## src/rtl/adder_pkg.sv

```systemverilog
// Shared types and elaboration helpers for the carry-pipelined lookahead adder.
package adder_pkg;

    localparam int GRP_W = 4;

    typedef struct packed {
        logic valid;
        logic carry;
    } stage_ctrl_t;

    // Returns 0 for an illegal WIDTH/SEG_W pairing so the top can refuse to elaborate.
    function automatic int seg_count(input int width, input int seg_w);
        if (seg_w <= 0 || width < seg_w) return 0;
        if ((seg_w % GRP_W) != 0 || (width % seg_w) != 0) return 0;
        return width / seg_w;
    endfunction

endpackage

```

## src/rtl/cla_segment.sv

```systemverilog
// Combinational SEG_W-bit carry-lookahead slice: 4-bit groups with explicit
// in-group lookahead, then a lookahead level across groups.
module cla_segment
    import adder_pkg::*;
#(
    parameter int SEG_W = 4
) (
    input  logic [SEG_W-1:0] a_i,
    input  logic [SEG_W-1:0] b_i,
    input  logic             cin_i,
    output logic [SEG_W-1:0] sum_o,
    output logic             grp_p_o,
    output logic             grp_g_o
);

    localparam int NG = SEG_W / GRP_W;

    logic [SEG_W-1:0] p;
    logic [SEG_W-1:0] g;
    logic [SEG_W-1:0] c;
    logic [NG-1:0]    grp_p;
    logic [NG-1:0]    grp_g;
    logic [NG-1:0]    grp_c;
    logic [NG:0]      gterm;
    logic [NG:0]      gprop;

    assign p = a_i ^ b_i;
    assign g = a_i & b_i;

    for (genvar j = 0; j < NG; j++) begin : g_grp
        localparam int B0 = j * GRP_W;

        assign grp_p[j] = &p[B0 +: GRP_W];
        assign grp_g[j] = g[B0+3]
                        | (p[B0+3] & g[B0+2])
                        | (p[B0+3] & p[B0+2] & g[B0+1])
                        | (p[B0+3] & p[B0+2] & p[B0+1] & g[B0]);

        assign c[B0]   = grp_c[j];
        assign c[B0+1] = g[B0] | (p[B0] & grp_c[j]);
        assign c[B0+2] = g[B0+1] | (p[B0+1] & g[B0]) | (p[B0+1] & p[B0] & grp_c[j]);
        assign c[B0+3] = g[B0+2] | (p[B0+2] & g[B0+1]) | (p[B0+2] & p[B0+1] & g[B0])
                       | (p[B0+2] & p[B0+1] & p[B0] & grp_c[j]);
    end

    // gterm[j]/gprop[j]: generate and propagate of groups [j-1:0], flattened sum-of-products.
    always_comb begin
        // NOTE: every variable gets a default before the loops, so no path infers a latch.
        gterm = '0;
        gprop = '1;
        grp_c = '0;
        for (int j = 0; j <= NG; j++) begin
            for (int m = j - 1; m >= 0; m--) begin
                gterm[j] = gterm[j] | (gprop[j] & grp_g[m]);
                gprop[j] = gprop[j] & grp_p[m];
            end
        end
        for (int j = 0; j < NG; j++) begin
            grp_c[j] = gterm[j] | (gprop[j] & cin_i);
        end
    end

    assign sum_o   = p ^ c;
    assign grp_p_o = gprop[NG];
    assign grp_g_o = gterm[NG];

endmodule

```

## src/rtl/pipelined_cla_adder.sv

```systemverilog
// Carry-pipelined WIDTH-bit adder, one SEG_W-bit lookahead segment per stage, valid/ready
// with global stall. Define PIPE_ADD_OVF_EN to add the registered signed-overflow output Ovf.
module pipelined_cla_adder
    import adder_pkg::*;
#(
    parameter int WIDTH = 32,
    parameter int SEG_W = 4
) (
    input  logic             Clk,
    input  logic             Reset,
    input  logic             in_valid,
    output logic             in_ready,
    input  logic [WIDTH-1:0] A,
    input  logic [WIDTH-1:0] B,
    input  logic             Cin,
    output logic             out_valid,
    input  logic             out_ready,
    output logic [WIDTH-1:0] S,
    output logic             Cout
`ifdef PIPE_ADD_OVF_EN
    ,
    output logic             Ovf
`endif
);

    localparam int NUM_SEG = seg_count(WIDTH, SEG_W);
    localparam int LAST    = NUM_SEG - 1;

    if (NUM_SEG == 0) begin : g_bad_params
        $error("pipelined_cla_adder: WIDTH must be a multiple of SEG_W, SEG_W a multiple of 4");
    end

    logic stall;

    // Stage k adds segment k and keeps sum bits [LOW_W-1:0] plus the still-unadded operand bits.
    for (genvar k = 0; k < NUM_SEG; k++) begin : g_stage
        localparam int LOW_W = (k + 1) * SEG_W;
        localparam int REM_W = WIDTH - LOW_W;

        logic [SEG_W-1:0] seg_a;
        logic [SEG_W-1:0] seg_b;
        logic [SEG_W-1:0] seg_sum;
        logic             seg_cin;
        logic             seg_p;
        logic             seg_g;
        logic             valid_in;
        logic [LOW_W-1:0] low_d;
        logic [LOW_W-1:0] low_q;
        stage_ctrl_t      ctrl_d;
        stage_ctrl_t      ctrl_q;

        if (k == 0) begin : g_src
            assign seg_a    = A[SEG_W-1:0];
            assign seg_b    = B[SEG_W-1:0];
            assign seg_cin  = Cin;
            assign valid_in = in_valid;
            assign low_d    = seg_sum;
        end else begin : g_src
            assign seg_a    = g_stage[k-1].g_rem.a_rem_q[SEG_W-1:0];
            assign seg_b    = g_stage[k-1].g_rem.b_rem_q[SEG_W-1:0];
            assign seg_cin  = g_stage[k-1].ctrl_q.carry;
            assign valid_in = g_stage[k-1].ctrl_q.valid;
            assign low_d    = {seg_sum, g_stage[k-1].low_q};
        end

        cla_segment #(
            .SEG_W(SEG_W)
        ) u_seg (
            .a_i    (seg_a),
            .b_i    (seg_b),
            .cin_i  (seg_cin),
            .sum_o  (seg_sum),
            .grp_p_o(seg_p),
            .grp_g_o(seg_g)
        );

        assign ctrl_d.valid = valid_in;
        assign ctrl_d.carry = seg_g | (seg_p & seg_cin);

        always_ff @(posedge Clk) begin
            if (Reset) begin
                // NOTE: data registers are cleared as well, so S/Cout read 0 straight after reset.
                ctrl_q <= '0;
                low_q  <= '0;
            end else if (!stall) begin
                // NOTE: non-blocking, so each stage captures its neighbour's pre-edge value.
                ctrl_q <= ctrl_d;
                low_q  <= low_d;
            end
        end

        if (REM_W > 0) begin : g_rem
            logic [REM_W-1:0] a_rem_d;
            logic [REM_W-1:0] b_rem_d;
            logic [REM_W-1:0] a_rem_q;
            logic [REM_W-1:0] b_rem_q;

            if (k == 0) begin : g_rem_src
                assign a_rem_d = A[WIDTH-1:SEG_W];
                assign b_rem_d = B[WIDTH-1:SEG_W];
            end else begin : g_rem_src
                assign a_rem_d = g_stage[k-1].g_rem.a_rem_q[REM_W+SEG_W-1:SEG_W];
                assign b_rem_d = g_stage[k-1].g_rem.b_rem_q[REM_W+SEG_W-1:SEG_W];
            end

            always_ff @(posedge Clk) begin
                if (Reset) begin
                    a_rem_q <= '0;
                    b_rem_q <= '0;
                end else if (!stall) begin
                    a_rem_q <= a_rem_d;
                    b_rem_q <= b_rem_d;
                end
            end
        end
    end

    assign out_valid = g_stage[LAST].ctrl_q.valid;
    assign S         = g_stage[LAST].low_q;
    assign Cout      = g_stage[LAST].ctrl_q.carry;
    assign stall     = out_valid & ~out_ready;
    assign in_ready  = ~stall;

`ifdef PIPE_ADD_OVF_EN
    logic ovf_d;
    logic ovf_q;

    // Carry into the MSB is recovered from the MSB's own sum bit, then XORed with carry out.
    assign ovf_d = g_stage[LAST].seg_a[SEG_W-1] ^ g_stage[LAST].seg_b[SEG_W-1]
                 ^ g_stage[LAST].seg_sum[SEG_W-1] ^ g_stage[LAST].ctrl_d.carry;

    always_ff @(posedge Clk) begin
        if (Reset) begin
            ovf_q <= 1'b0;
        end else if (!stall) begin
            ovf_q <= ovf_d;
        end
    end

    assign Ovf = ovf_q;
`endif

endmodule
```

## config.mk

```make
export PLATFORM = sky130hd
export DESIGN_NAME = pipelined_cla_adder
export DESIGN_NICKNAME = d
export VERILOG_FILES = /design/src/rtl/adder_pkg.sv /design/src/rtl/cla_segment.sv /design/src/rtl/pipelined_cla_adder.sv
export SDC_FILE = /design/constraint.sdc
export NUM_CORES = 1
export LEC_CHECK = 0
export CAP_MARGIN = 20
export CELL_PAD_IN_SITES_DETAIL_PLACEMENT = 1
export CELL_PAD_IN_SITES_GLOBAL_PLACEMENT = 1
export CORE_AREA = 2 2 182 184
export DETAILED_ROUTE_END_ITERATION = 6
export DIE_AREA = 0 0 184 186
export PLACE_DENSITY = 0.92
export SLEW_MARGIN = 5
export SYNTH_ARGS = -nofsm -noshare
export SYNTH_HDL_FRONTEND = slang
export SYNTH_SLANG_ARGS = --single-unit
```

## constraint.sdc

```tcl
create_clock -name Clk -period 2.2 [get_ports Clk]
set_input_delay 0.33 -clock Clk [delete_from_list [all_inputs] [get_ports Clk]]
set_output_delay 0.33 -clock Clk [all_outputs]
set_load 0.005 [all_outputs]
```

==> load_flow_metrics.sql, run 1 <==
INSERT INTO impl_metrics (metric_group, metric, value, unit) VALUES
('status', 'outcome', 'finished, final reports clean', ''),
('clocking', 'cts.reportedPaths.clkPinSlew', '0.06', 'ns'),
('drt', 'post_drt_via_cell_ratio', '5.53', ''),
('layout', 'fillCellCount', '3674', ''),
('synthesis', 'yosys_register_bits', '384', ''),
('place', 'place_congestion', '0.807', ''),
('sta', 'grt_setup_unrepaired', 'false', ''),
('synthesis', 'syn-mean-instance-area', '8.60', 'sq um'),
('layout', 'finalNonFillerCells', '2273', ''),
('worst_hold_path', 'hold_depth', '2', ''),
('critical_path', 'cp-start-kind', 'flop', ''),
('layout', 'antenna-diode-count', '0', ''),
('grt', 'vias_in_the_first_global_route', '13500', ''),
('worst_hold_path', 'worstHoldPathType', 'input port to flop', ''),
('synthesis', 'async_flop_share', '0', '%'),
('clocking', 'clock_latency', '0.55', 'ns'),
('grt', 'grt_max_degree', '98', ''),
('sta', 'timing.hold.ws', '0.194', 'ns'),
('sta', 'timing.final.max_slew_violations', '0', ''),
('layout', 'most-common-layout-cells', 'nand2_1, dfxtp_1, a21oi_1', ''),
('layout', 'design.final.nets', '1942', ''),
('drt', 'total_routed_wire_length_on_the_met1_layer', '17900', 'microns'),
('clocking', 'cts_post_setup_buffers_inserted', '0', ''),
('critical_path', 'crit_required', '1.87', 'ns'),
('drt', 'dr_wl_met3', '1770', 'microns'),
('critical_path', 'critical_path.endpoint_type', 'output pin', ''),
('drt', 'first_pass_iters', '5', ''),
('drt', 'drt-total-wl', '43700', 'microns'),
('layout', 'fraction_of_final_layout_cells_sized_beyond_drive_strength_1', '16.8', '%'),
('die', 'die_width', '184', 'microns'),
('power_and_ir_drop', 'vdd_ir_drop_max', '0.000505', 'V'),
('sta', 'final-setup-viol-count', '0', ''),
('critical_path', 'cp.arrival', '1.75', 'ns'),
('sta', 'post-route-period-util', '94.6', '%'),
('die', 'fp.dieH', '186', 'microns'),
('critical_path', 'path_class', 'flop to output pin', ''),
('synthesis', 'synth.lib_cells_used.distinct', '40', ''),
('sta', 'relSlewSlack', '66.1', '%'),
('drt', 'detailroute.via_count', '12600', ''),
('clocking', 'cts_hold_repair.buffers', '0', ''),
('synthesis', 'synthDominantAreaCellType', 'dfxtp_1', ''),
('die', 'die_area', '34200', 'sq um'),
('grt', 'grtUsageTotal', '25.8', '%'),
('power_and_ir_drop', 'p_per_area', '876', 'nW/um^2'),
('synthesis', 'synthesis.instances', '1785', ''),
('place', 'post-place-cells', '2199', ''),
('drt', 'detailroute.wirelength.met2', '22400', 'microns'),
('clocking', 'clockRootBuffer', 'clkbuf_16', ''),
('sta', 'final_hold_viol_count', '0', ''),
('synthesis', 'synth.top_cell.area_share', '50.1', '%'),
('layout', 'areaGrowthSynthToFinish', '16.7', '%'),
('synthesis', 'post_synth_main_area_contributors', 'dfxtp_1, nand2_1, a21oi_1, a21oi_2, nand2_2', ''),
('die', 'start_util', '47.6', '%'),
('drt', 'antenna_left', '0', ''),
('drt', 'detailed_route_iter0_violations', '706', ''),
('clocking', 'cts_max_level', '2', ''),
('die', 'io_pins', '104', ''),
('clocking', 'cts_buffers', '40', ''),
('place', 'post-dp-hpwl', '25600', 'microns'),
('clocking', 'clkSinkCount', '384', ''),
('synthesis', 'sequential_cell_area_fraction_in_the_yosys_report', '50.1', '%'),
('grt', 'grt_antenna_before_repair', '0', ''),
('sta', 'worst_slew_pin_slew', '0.496', 'ns'),
('synthesis', 'synthesis.area', '15300', 'sq um'),
('place', 'buffer_ports.inserted', '103', ''),
('sta', 'clock_skew', '0.0226', 'ns'),
('critical_path', 'reg2reg_depth', '4', ''),
('sta', 'clock.fmax', '480', 'MHz'),
('drt', 'maxUsedRoutingLayer', 'met4', ''),
('die', 'core_footprint', '32200', 'sq um'),
('synthesis', 'synthesis_warning_total', '0', '');
-- per-stage QoR --
stage	total power, uW	util [%]	instance area [sq um]	setup slack (ns)
floorplan	7830	-	15300	0.704
global placement	8090	50.9	16400	0.164
detailed placement	8140	50.9	16400	0.0568
CTS	15800	55.6	17900	0.0868
global route	16100	55.6	17900	0.0483
finish	15700	55.6	17900	0.119
-- cells in the mapped netlist, drive strengths merged, types with 4 or more instances --
master / n
nand2: 707
dfxtp: 384
a21oi: 355
buf: 92
clkbuf: 40
ha: 32
nor2: 20
nor3: 16
a211oi: 13
nand4: 13
inv: 10
o21ai: 9
a2111oi: 8
a211o: 8
fa: 8
o21a: 8
xnor2: 8
or2: 7
a32o: 4
a41oi: 4
and2: 4
nand3: 4
nor4bb: 4
o211ai: 4
o32ai: 4
or4: 4
-- registers in the layout, indices dropped and copies added (netlist names) --
register               count
out_valid                  1
g_stage.seg_cin            7
g_stage.g_rem.b_rem_q    112
g_stage.valid_in           7
g_stage.low_q            112
g_stage.g_rem.a_rem_q    112
Cout                       1
S                         32
-- logic make-up (layout without fill, tap and decap cells) --
group	after synthesis	count (layout)	synth area share, %
buffers and inverters	142	222	6.30
DFF	384	384	50.1
adders and majority gates	40	40	3.65
AOI/OAI and AO/OA	425	425	17.6
xor gates and xnor gates	8	8	0.457
and+or+nand+nor	786	786	21.9
-- worst max-delay path, cell delays in order, from the launching register on --
cell and delay [ns]:
dfxtp_1 0.34, nor2b_4 0.26, inv_8 0.11, clkdlybuf4s50_1 0.50
-- path summary, 6_finish.rpt --
kind	end	from	slack, ns
worst max register to register	g_stage[5].seg_cin$_SDFFE_PP0N_	g_stage[3].g_rem.a_rem_q[0]$_SDFFE_PP0N_	0.39
worst max-delay path	in_ready	out_valid$_SDFFE_PP0N_	0.12
worst min register to register	g_stage[3].g_rem.a_rem_q[14]$_SDFFE_PP0N_	g_stage[3].g_rem.a_rem_q[14]$_SDFFE_PP0N_	0.45
worst min-delay path	S[16]$_SDFFE_PP0N_	Reset	0.19
-- final cells by class --
| class | count | area [sq um] | area share [%] |
|---|---|---|---|
| multi-input cells | 1259 | 6700 | 37.4 |
| clock inverters | 18 | 310 | 1.73 |
| flip-flops and latches | 384 | 7690 | 42.9 |
| well taps | 408 | 510 | 2.85 |
| clock buffers | 56 | 1190 | 6.67 |
| inverters | 10 | 45.0 | 0.252 |
| repair buffers | 138 | 1460 | 8.16 |
-- per-layer routing --
metal / track usage [%] / vias to the layer above
li1: - / 5984
met1: 29.4 / 6157
met2: 47.5 / 306
met3: 4.38 / 119
met4: 11.3 / 0
met5: 0 / -
-- where the power goes --
group / switching [uW] / leakage (uW) / internal [uW]
clock network: 2910 / 0.000736 / 4750
registers: 137 / 0.00313 / 7150
logic: 411 / 0.00252 / 328
total: 3460 / 0.00638 / 12200
Power figures use the tool's default switching activity.
==> inputs of run 2 (changes only) <==
--- a/config.mk
+++ b/config.mk
@@ -8,10 +8,11 @@
 export CAP_MARGIN = 20
 export CELL_PAD_IN_SITES_DETAIL_PLACEMENT = 1
 export CELL_PAD_IN_SITES_GLOBAL_PLACEMENT = 1
-export CORE_AREA = 2 2 182 184
+export CORE_AREA = 2 2 175 177
 export DETAILED_ROUTE_END_ITERATION = 6
-export DIE_AREA = 0 0 184 186
-export PLACE_DENSITY = 0.92
+export DIE_AREA = 0 0 177 179
+export DONT_BUFFER_PORTS = 1
+export PLACE_DENSITY = 0.81
 export SLEW_MARGIN = 5
 export SYNTH_ARGS = -nofsm -noshare
 export SYNTH_HDL_FRONTEND = slang
==> run 2 against run 1 <==
Compared with the run above: highest routed layer unchanged; clock power decreased by 5.1%; die area decreased by 7.4%; largest power group is now sequential cells; sequential cell count unchanged; largest cell class unchanged; the run now ends with negative setup slack left.
==> load_flow_metrics.sql, run 2 (synthesized netlist as in run 1, its figures left out) <==
INSERT INTO impl_metrics (metric_group, metric, value, unit) VALUES
('status', 'outcome', 'finished, violations left', ''),
('status', 'failed_checks', 'negative setup slack', ''),
('grt', 'm2_gr_usage', '59.8', '%'),
('die', 'fp.dieH', '179', 'microns'),
('clocking', 'cts.reportedPaths.clkPinSlew', '0.07', 'ns'),
('drt', 'routedWlPerCell', '24.7', 'microns'),
('critical_path', 'cp-start-kind', 'flop', ''),
('power_and_ir_drop', 'power_leakage', '0.00790', 'uW'),
('die', 'die_width', '177', 'microns'),
('drt', 'first_pass_iters', '6', ''),
('critical_path', 'critical_path.slowest_cell', 'dlygate4sd3_1', ''),
('place', 'post-place-cells', '2072', ''),
('grt', 'grtUsageTotal', '32.4', '%'),
('die', 'die_area', '31700', 'sq um'),
('drt', 'number_of_drc_violations_after_detailed_routing', '0', ''),
('worst_hold_path', 'worstHoldPathType', 'input port to flop', ''),
('place', 'buffer_ports.inserted', '0', ''),
('layout', 'antenna-diode-count', '0', ''),
('sta', 'grt_setup_unrepaired', 'true', ''),
('layout', 'final_design_area_no_fill', '20000', 'sq um'),
('layout', 'most-common-layout-cells', 'nand2_1, dfxtp_1, dlygate4sd3_1', ''),
('worst_hold_path', 'hp-start', 'Reset', ''),
('critical_path', 'cp_cell_sequence', 'nor2b_4 > buf_4 > buf_12 > nand2_1 > a21oi_1 > dlygate4sd3_1', ''),
('sta', 'clock_skew', '0.0195', 'ns'),
('sta', 'relSlewSlack', '51.0', '%'),
('clocking', 'clkSinkCount', '384', ''),
('critical_path', 'path_class', 'flop to flop', ''),
('critical_path', 'regToRegSetupSlack', '-0.11', 'ns'),
('power_and_ir_drop', 'p_per_area', '770', 'nW/um^2'),
('critical_path', 'slowest_delay', '0.70', 'ns'),
('die', 'core_footprint', '30000', 'sq um'),
('sta', 'timing.final.crit_period', '2.31', 'ns'),
('drt', 'detailroute.via_count', '14500', ''),
('die', 'io_pins', '104', ''),
('sta', 'worst_slew_pin_slew', '0.717', 'ns'),
('critical_path', 'cpLargestDelayFamily', 'buffers and inverters', ''),
('worst_hold_path', 'timing.hold.worst_endpoint', 'g_stage[0].low_q[3]$_SDFFE_PP0N_', ''),
('drt', 'drt-total-wl', '61000', 'microns'),
('worst_hold_path', 'hold_depth', '2', ''),
('sta', 'timing.final.max_slew_violations', '0', ''),
('sta', 'final_hold_viol_count', '0', ''),
('critical_path', 'crit_required', '2.64', 'ns'),
('layout', 'multi_input_area', '6700', 'sq um'),
('die', 'cell_row_count', '64', ''),
('grt', 'wire_length_of_the_first_global_routing_pass', '81500', 'microns'),
('sta', 'post-route-period-util', '105', '%'),
('place', 'place_congestion', '0.789', ''),
('critical_path', 'r2r-end', 'g_stage[4].low_q[2]$_SDFFE_PP0N_', ''),
('sta', 'final-setup-viol-count', '27', ''),
('drt', 'detailed_route_iter0_violations', '1200', ''),
('place', 'detailed_place.area', '15200', 'sq um'),
('layout', 'fillCellCount', '3350', ''),
('grt', 'global_route.usage.met3', '4.98', '%'),
('drt', 'post_drt_via_cell_ratio', '5.87', ''),
('drt', 'antenna_left', '0', ''),
('critical_path', 'critical_path.endpoint_type', 'flop', ''),
('layout', 'design.final.nets', '2152', ''),
('critical_path', 'cp.buffers_inverters', '3', ''),
('layout', 'largest_registers', 'g_stage.g_rem.a_rem_q x112, g_stage.g_rem.b_rem_q x112, g_stage.low_q x112', ''),
('clocking', 'clock_latency', '0.55', 'ns'),
('critical_path', 'crit_path_max_fanout', '67', ''),
('sta', 'post_route_setup_slack', '-0.106', 'ns'),
('die', 'start_util', '51.1', '%'),
('critical_path', 'reg2reg_from', 'out_valid$_SDFFE_PP0N_', ''),
('layout', 'layout.area.seq', '7690', 'sq um'),
('clocking', 'ctsLongestPathBuffers', '3', ''),
('grt', 'met1_usage', '37.2', '%'),
('clocking', 'clockRootBuffer', 'clkbuf_16', ''),
('clocking', 'cts_max_level', '2', ''),
('power_and_ir_drop', 'vdd_ir_drop_max', '0.000776', 'V'),
('critical_path', 'reg2reg_depth', '6', ''),
('clocking', 'cts_buffers', '40', ''),
('layout', 'finalNonFillerCells', '2468', ''),
('place', 'post-dp-hpwl', '20900', 'microns'),
('layout', 'areaGrowthSynthToFinish', '30.0', '%'),
('clocking', 'tritoncts_clock_tree', 'yes', ''),
('grt', 'vias_in_the_first_global_route', '15000', ''),
('grt', 'globalRoute.totalOverflow', '0', ''),
('critical_path', 'cp.arrival', '2.75', 'ns'),
('grt', 'grt_max_degree', '293', ''),
('grt', 'grt_antenna_before_repair', '0', ''),
('layout', 'layout_commonest_cell', 'nand2_1', ''),
('grt', 'grt.busiest_layer', 'met2', ''),
('job', 'cap_viol_max_count', '0', ''),
('layout', 'fraction_of_final_layout_cells_sized_beyond_drive_strength_1', '14.9', '%'),
('sta', 'clock.fmax', '434', 'MHz');
## run 2: changes by cell type in the layout (fill, tap and decap cells not counted), moves of 2 or more
cell             previous run  this run
clkbuf_8                    9        11
clkbuf_1                    5         3
clkinv_2                    6        11
bufinv_16                   8         3
buf_12                     13         7
buf_4                      22        13
buf_16                      0         5
dlygate4sd3_1               0       316
clkbuf_16                  42        45
clkdlybuf4s50_1           102         0
## run 2: cell type report
type / count / area share (%)
Clock buffer: 55 / 5.96
Clock inverter: 16 / 0.803
Inverter: 10 / 0.251
Multi-Input combinational cell: 1259 / 33.6
Sequential cell: 384 / 38.5
Tap cell: 396 / 2.48
Timing Repair Buffer: 347 / 18.4
Timing Repair inverter: 1 / 0.0439
## run 2: timing repair
item | in CTS | in global routing
hold buffers | 317 | 0
endpoints found under the hold margin | 360 | 0
endpoints found under the setup margin | 0 | 201
setup buffers | 0 | 3
resized for setup | 0 | 13
## run 2: how the worst max path moves through the flow
stage,slack [ns],start,depth (start not counted),endpoint
4_1_cts,0.02,out_valid$_SDFFE_PP0N_,7,g_stage[2].g_rem.b_rem_q[7]$_SDFFE_PP0N_
5_1_grt,-0.13,out_valid$_SDFFE_PP0N_,6,g_stage[6].low_q[23]$_SDFFE_PP0N_
6_report,-0.11,out_valid$_SDFFE_PP0N_,6,g_stage[4].low_q[2]$_SDFFE_PP0N_
2_1_floorplan,0.70,g_stage[0].g_rem.a_rem_q[0]$_SDFFE_PP0N_,4,g_stage[2].seg_cin$_SDFFE_PP0N_
3_5_place_dp,0.51,g_stage[1].g_rem.a_rem_q[0]$_SDFFE_PP0N_,4,g_stage[3].seg_cin$_SDFFE_PP0N_
3_3_place_gp,0.56,out_valid$_SDFFE_PP0N_,4,S[31]$_SDFFE_PP0N_
## run 2: through the flow
step	setup TNS [ns]	total power (uW)	utilization [%]	worst slack [ns]	hold WS (ns)
after global routing	-1.97	15800	66.4	-0.126	0.0422
after CTS	0	15000	65.8	0.0186	0.0336
final	-0.708	15400	66.4	-0.106	0.0423
after global placement	0	7810	50.6	0.564	0.434
after floorplan	0	7830	-	0.704	0.431
after detailed placement	0	7840	50.6	0.511	0.432
## run 2: where the power goes
group / leakage [uW] / switching (uW) / internal, uW
clock network: 0.000674 / 3120 / 4140
logic: 0.00409 / 388 / 421
registers: 0.00313 / 159 / 7140
## run 2: layer usage
metal	vias to the layer above	wire length (microns)	share of wire, %
met4	0	3230	5.3
met5	-	0	0
li1	6406	-	-
met3	254	3370	5.5
met1	7182	22700	37
met2	638	31700	52
## run 2: worst register-to-register path, stage by stage, from the launching register on
cell and delay (ns):
dfxtp_1 0.34, nor2b_4 0.18, buf_4 0.27, buf_12 0.29, nand2_1 0.21, a21oi_1 0.20, dlygate4sd3_1 0.70
==> inputs of run 3 (changes only) <==
--- a/config.mk
+++ b/config.mk
@@ -8,12 +8,13 @@
 export CAP_MARGIN = 20
 export CELL_PAD_IN_SITES_DETAIL_PLACEMENT = 1
 export CELL_PAD_IN_SITES_GLOBAL_PLACEMENT = 1
-export CORE_AREA = 2 2 175 177
+export CORE_AREA = 2 2 188 190
 export DETAILED_ROUTE_END_ITERATION = 6
-export DIE_AREA = 0 0 177 179
+export DIE_AREA = 0 0 190 192
 export DONT_BUFFER_PORTS = 1
-export PLACE_DENSITY = 0.81
+export PLACE_DENSITY = 0.71
 export SLEW_MARGIN = 5
 export SYNTH_ARGS = -nofsm -noshare
 export SYNTH_HDL_FRONTEND = slang
 export SYNTH_SLANG_ARGS = --single-unit
+export TNS_END_PERCENT = 20
==> run 3 against run 2 <==
Compared with the run above: largest cell class unchanged; die area up 15%; design area down 1.5%; routed wire length down 32%; global-route usage down 9.6 points; register-to-register slack better by 0.18 ns; highest routed layer unchanged; critical path depth unchanged; first-iteration DRC count down 55%; the run now ends clean; clock skew down 0.0084 ns.
==> load_flow_metrics.sql, run 3 (synthesized netlist as in run 1, its figures left out) <==
INSERT INTO impl_metrics (metric_group, metric, value, unit) VALUES
('die', 'io_pins', '104', ''),
('critical_path', 'r2r-end', 'g_stage[0].g_rem.a_rem_q[8]$_SDFFE_PP0N_', ''),
('critical_path', 'reg2reg_depth', '6', ''),
('layout', 'fillCellCount', '3959', ''),
('place', 'post-place-cells', '2123', ''),
('power_and_ir_drop', 'power_leakage', '0.00768', 'uW'),
('power_and_ir_drop', 'comb_power_share', '4.9', '%'),
('layout', 'most-common-layout-cells', 'nand2_1, dfxtp_1, dlygate4sd3_1', ''),
('sta', 'post-route-period-util', '96.7', '%'),
('critical_path', 'crit_path_max_fanout', '129', ''),
('layout', 'finalNonFillerCells', '2502', ''),
('critical_path', 'cp.arrival', '2.60', 'ns'),
('sta', 'timing.final.crit_period', '2.13', 'ns'),
('grt', 'vias_in_the_first_global_route', '13600', ''),
('place', 'detailed_place.area', '15200', 'sq um'),
('drt', 'detailed_route_iter0_violations', '539', ''),
('grt', 'grt_antenna_before_repair', '1', ''),
('worst_hold_path', 'timing.hold.worst_endpoint', 'g_stage[0].low_q[3]$_SDFFE_PP0N_', ''),
('drt', 'first_pass_iters', '4', ''),
('power_and_ir_drop', 'pwr-share-clk', '45.4', '%'),
('drt', 'number_of_drc_violations_after_detailed_routing', '0', ''),
('die', 'start_util', '44.8', '%'),
('drt', 'antenna_left', '0', ''),
('power_and_ir_drop', 'vdd_ir_drop_max', '0.000510', 'V'),
('layout', 'fraction_of_final_layout_cells_sized_beyond_drive_strength_1', '13.9', '%'),
('sta', 'timing.final.max_slew_violations', '0', ''),
('critical_path', 'regToRegSetupSlack', '0.07', 'ns'),
('clocking', 'clkSinkCount', '384', ''),
('die', 'core_footprint', '34300', 'sq um'),
('die', 'die_area', '36500', 'sq um'),
('sta', 'clock.fmax', '470', 'MHz'),
('critical_path', 'path_class', 'flop to flop', ''),
('power_and_ir_drop', 'p_seq_share', '49.7', '%'),
('power_and_ir_drop', 'intPower', '11500', 'uW'),
('layout', 'design.final.nets', '2129', ''),
('drt', 'routedWlPerCell', '16.5', 'microns'),
('grt', 'global_route.usage.met3', '3.84', '%'),
('critical_path', 'reg2reg_from', 'out_valid$_SDFFE_PP0N_', ''),
('place', 'post-dp-hpwl', '21300', 'microns'),
('sta', 'final-setup-viol-count', '0', ''),
('power_and_ir_drop', 'p_per_area', '746', 'nW/um^2'),
('worst_hold_path', 'worstHoldPathType', 'input port to flop', ''),
('sta', 'fin_setup_tns', '0', 'ns'),
('die', 'die_width', '190', 'microns'),
('grt', 'm2_gr_usage', '40.5', '%'),
('grt', 'wire_length_of_the_first_global_routing_pass', '68700', 'microns'),
('clocking', 'cts_max_level', '2', ''),
('layout', 'layout_commonest_cell', 'nand2_1', ''),
('grt', 'grt_max_degree', '287', ''),
('power_and_ir_drop', 'switching_fraction', '21.7', '%'),
('critical_path', 'crit_required', '2.67', 'ns'),
('critical_path', 'cp-start-kind', 'flop', ''),
('worst_hold_path', 'hold_depth', '2', ''),
('layout', 'final_design_area_no_fill', '19600', 'sq um'),
('clocking', 'ctsLongestPathBuffers', '3', ''),
('die', 'fp.dieH', '192', 'microns'),
('sta', 'worst_slew_pin_slew', '0.612', 'ns'),
('sta', 'relSlewSlack', '59.1', '%'),
('die', 'cell_row_count', '68', ''),
('place', 'buffer_ports.inserted', '0', ''),
('status', 'outcome', 'finished, final reports clean', ''),
('sta', 'final_hold_viol_count', '0', ''),
('worst_hold_path', 'hp-start', 'Reset', ''),
('grt', 'met1_usage', '28.8', '%'),
('power_and_ir_drop', 'net-switching-power', '3190', 'uW'),
('place', 'place_congestion', '0.769', ''),
('drt', 'drt-total-wl', '41400', 'microns'),
('clocking', 'cts_buffers', '42', ''),
('grt', 'grtUsageTotal', '22.8', '%'),
('sta', 'clock_skew', '0.0111', 'ns'),
('job', 'cap_viol_max_count', '0', ''),
('clocking', 'tritoncts_clock_tree', 'yes', ''),
('critical_path', 'critical_path.endpoint_type', 'flop', ''),
('grt', 'grt.busiest_layer', 'met2', ''),
('drt', 'detailroute.via_count', '12800', ''),
('drt', 'post_drt_via_cell_ratio', '5.10', ''),
('grt', 'globalRoute.totalOverflow', '0', ''),
('layout', 'largest_registers', 'g_stage.g_rem.a_rem_q x112, g_stage.g_rem.b_rem_q x112, g_stage.low_q x112', ''),
('layout', 'areaGrowthSynthToFinish', '28.0', '%'),
('sta', 'timing.hold.ws', '0.0346', 'ns'),
('clocking', 'clock_latency', '0.53', 'ns'),
('clocking', 'clockRootBuffer', 'clkbuf_16', ''),
('clocking', 'cts.reportedPaths.clkPinSlew', '0.06', 'ns');
run 3: what timing repair did:
item / 4_1_cts / 5_1_grt
setup endpoints to repair: 0 / 233
hold endpoints to repair: 359 / 0
hold buffers: 306 / 0
resized for setup: 0 / 5
setup buffers: 0 / 2
run 3: metrics by stage:
stage / setup slack, ns / util, % / total power, uW
global route: -0.00405 / 57.3 / 15200
CTS: 0.0240 / 57.1 / 14800
finish: 0.0723 / 57.3 / 14700
floorplan: 0.704 / - / 7830
global placement: 0.511 / 44.4 / 7820
detailed placement: 0.464 / 44.4 / 7840
run 3: power groups by stage:
| stage | logic (uW) | registers, uW | clock network (uW) |
|---|---|---|---|
| 5_1_grt | 802 | 7300 | 7080 |
| 2_1_floorplan | 452 | 7380 | 0 |
| 6_report | 721 | 7280 | 6660 |
| 3_5_place_dp | 417 | 7430 | 0 |
| 4_1_cts | 704 | 7280 | 6780 |
| 3_3_place_gp | 397 | 7420 | 0 |
run 3: worst max path at each step:
stage | start | endpoint | depth (start not counted)
after floorplan | g_stage[0].g_rem.a_rem_q[0]$_SDFFE_PP0N_ | g_stage[2].seg_cin$_SDFFE_PP0N_ | 4
after global placement | out_valid$_SDFFE_PP0N_ | g_stage[4].seg_cin$_SDFFE_PP0N_ | 5
after detailed placement | out_valid$_SDFFE_PP0N_ | g_stage[7].seg_cin$_SDFFE_PP0N_ | 5
after CTS | out_valid$_SDFFE_PP0N_ | g_stage[2].low_q[0]$_SDFFE_PP0N_ | 6
after global routing | out_valid$_SDFFE_PP0N_ | g_stage[1].g_rem.b_rem_q[15]$_SDFFE_PP0N_ | 7
final | out_valid$_SDFFE_PP0N_ | g_stage[0].g_rem.a_rem_q[8]$_SDFFE_PP0N_ | 6
run 3: critical path, stage by stage (launching register included):
cell           delay [ns]
dfxtp_1              0.33
nor2b_4              0.18
buf_12               0.16
buf_16               0.39
nand2_1              0.14
a21oi_2              0.16
dlygate4sd3_1        0.60
run 3: metal layers:
layer | share of wire (%) | routed length, microns | vias up
met1 | 45 | 18500 | 6169
li1 | - | - | 6364
met5 | 0 | 0 | -
met4 | 1.8 | 740 | 0
met2 | 50 | 20600 | 172
met3 | 3.7 | 1540 | 55
run 3: layout make-up:
| type | instances | area [sq um] | share of cell area [%] |
|---|---|---|---|
| inverter | 10 | 63.8 | 0.325 |
| clock inverter | 3 | 18.8 | 0.0955 |
| sequential | 384 | 7690 | 39.1 |
| tap | 455 | 569 | 2.90 |
| antenna | 1 | 2.50 | 0.0127 |
| clock buffer | 67 | 1270 | 6.45 |
| multi-input combinational | 1259 | 6700 | 34.1 |
| timing repair buffer | 323 | 3340 | 17.0 |
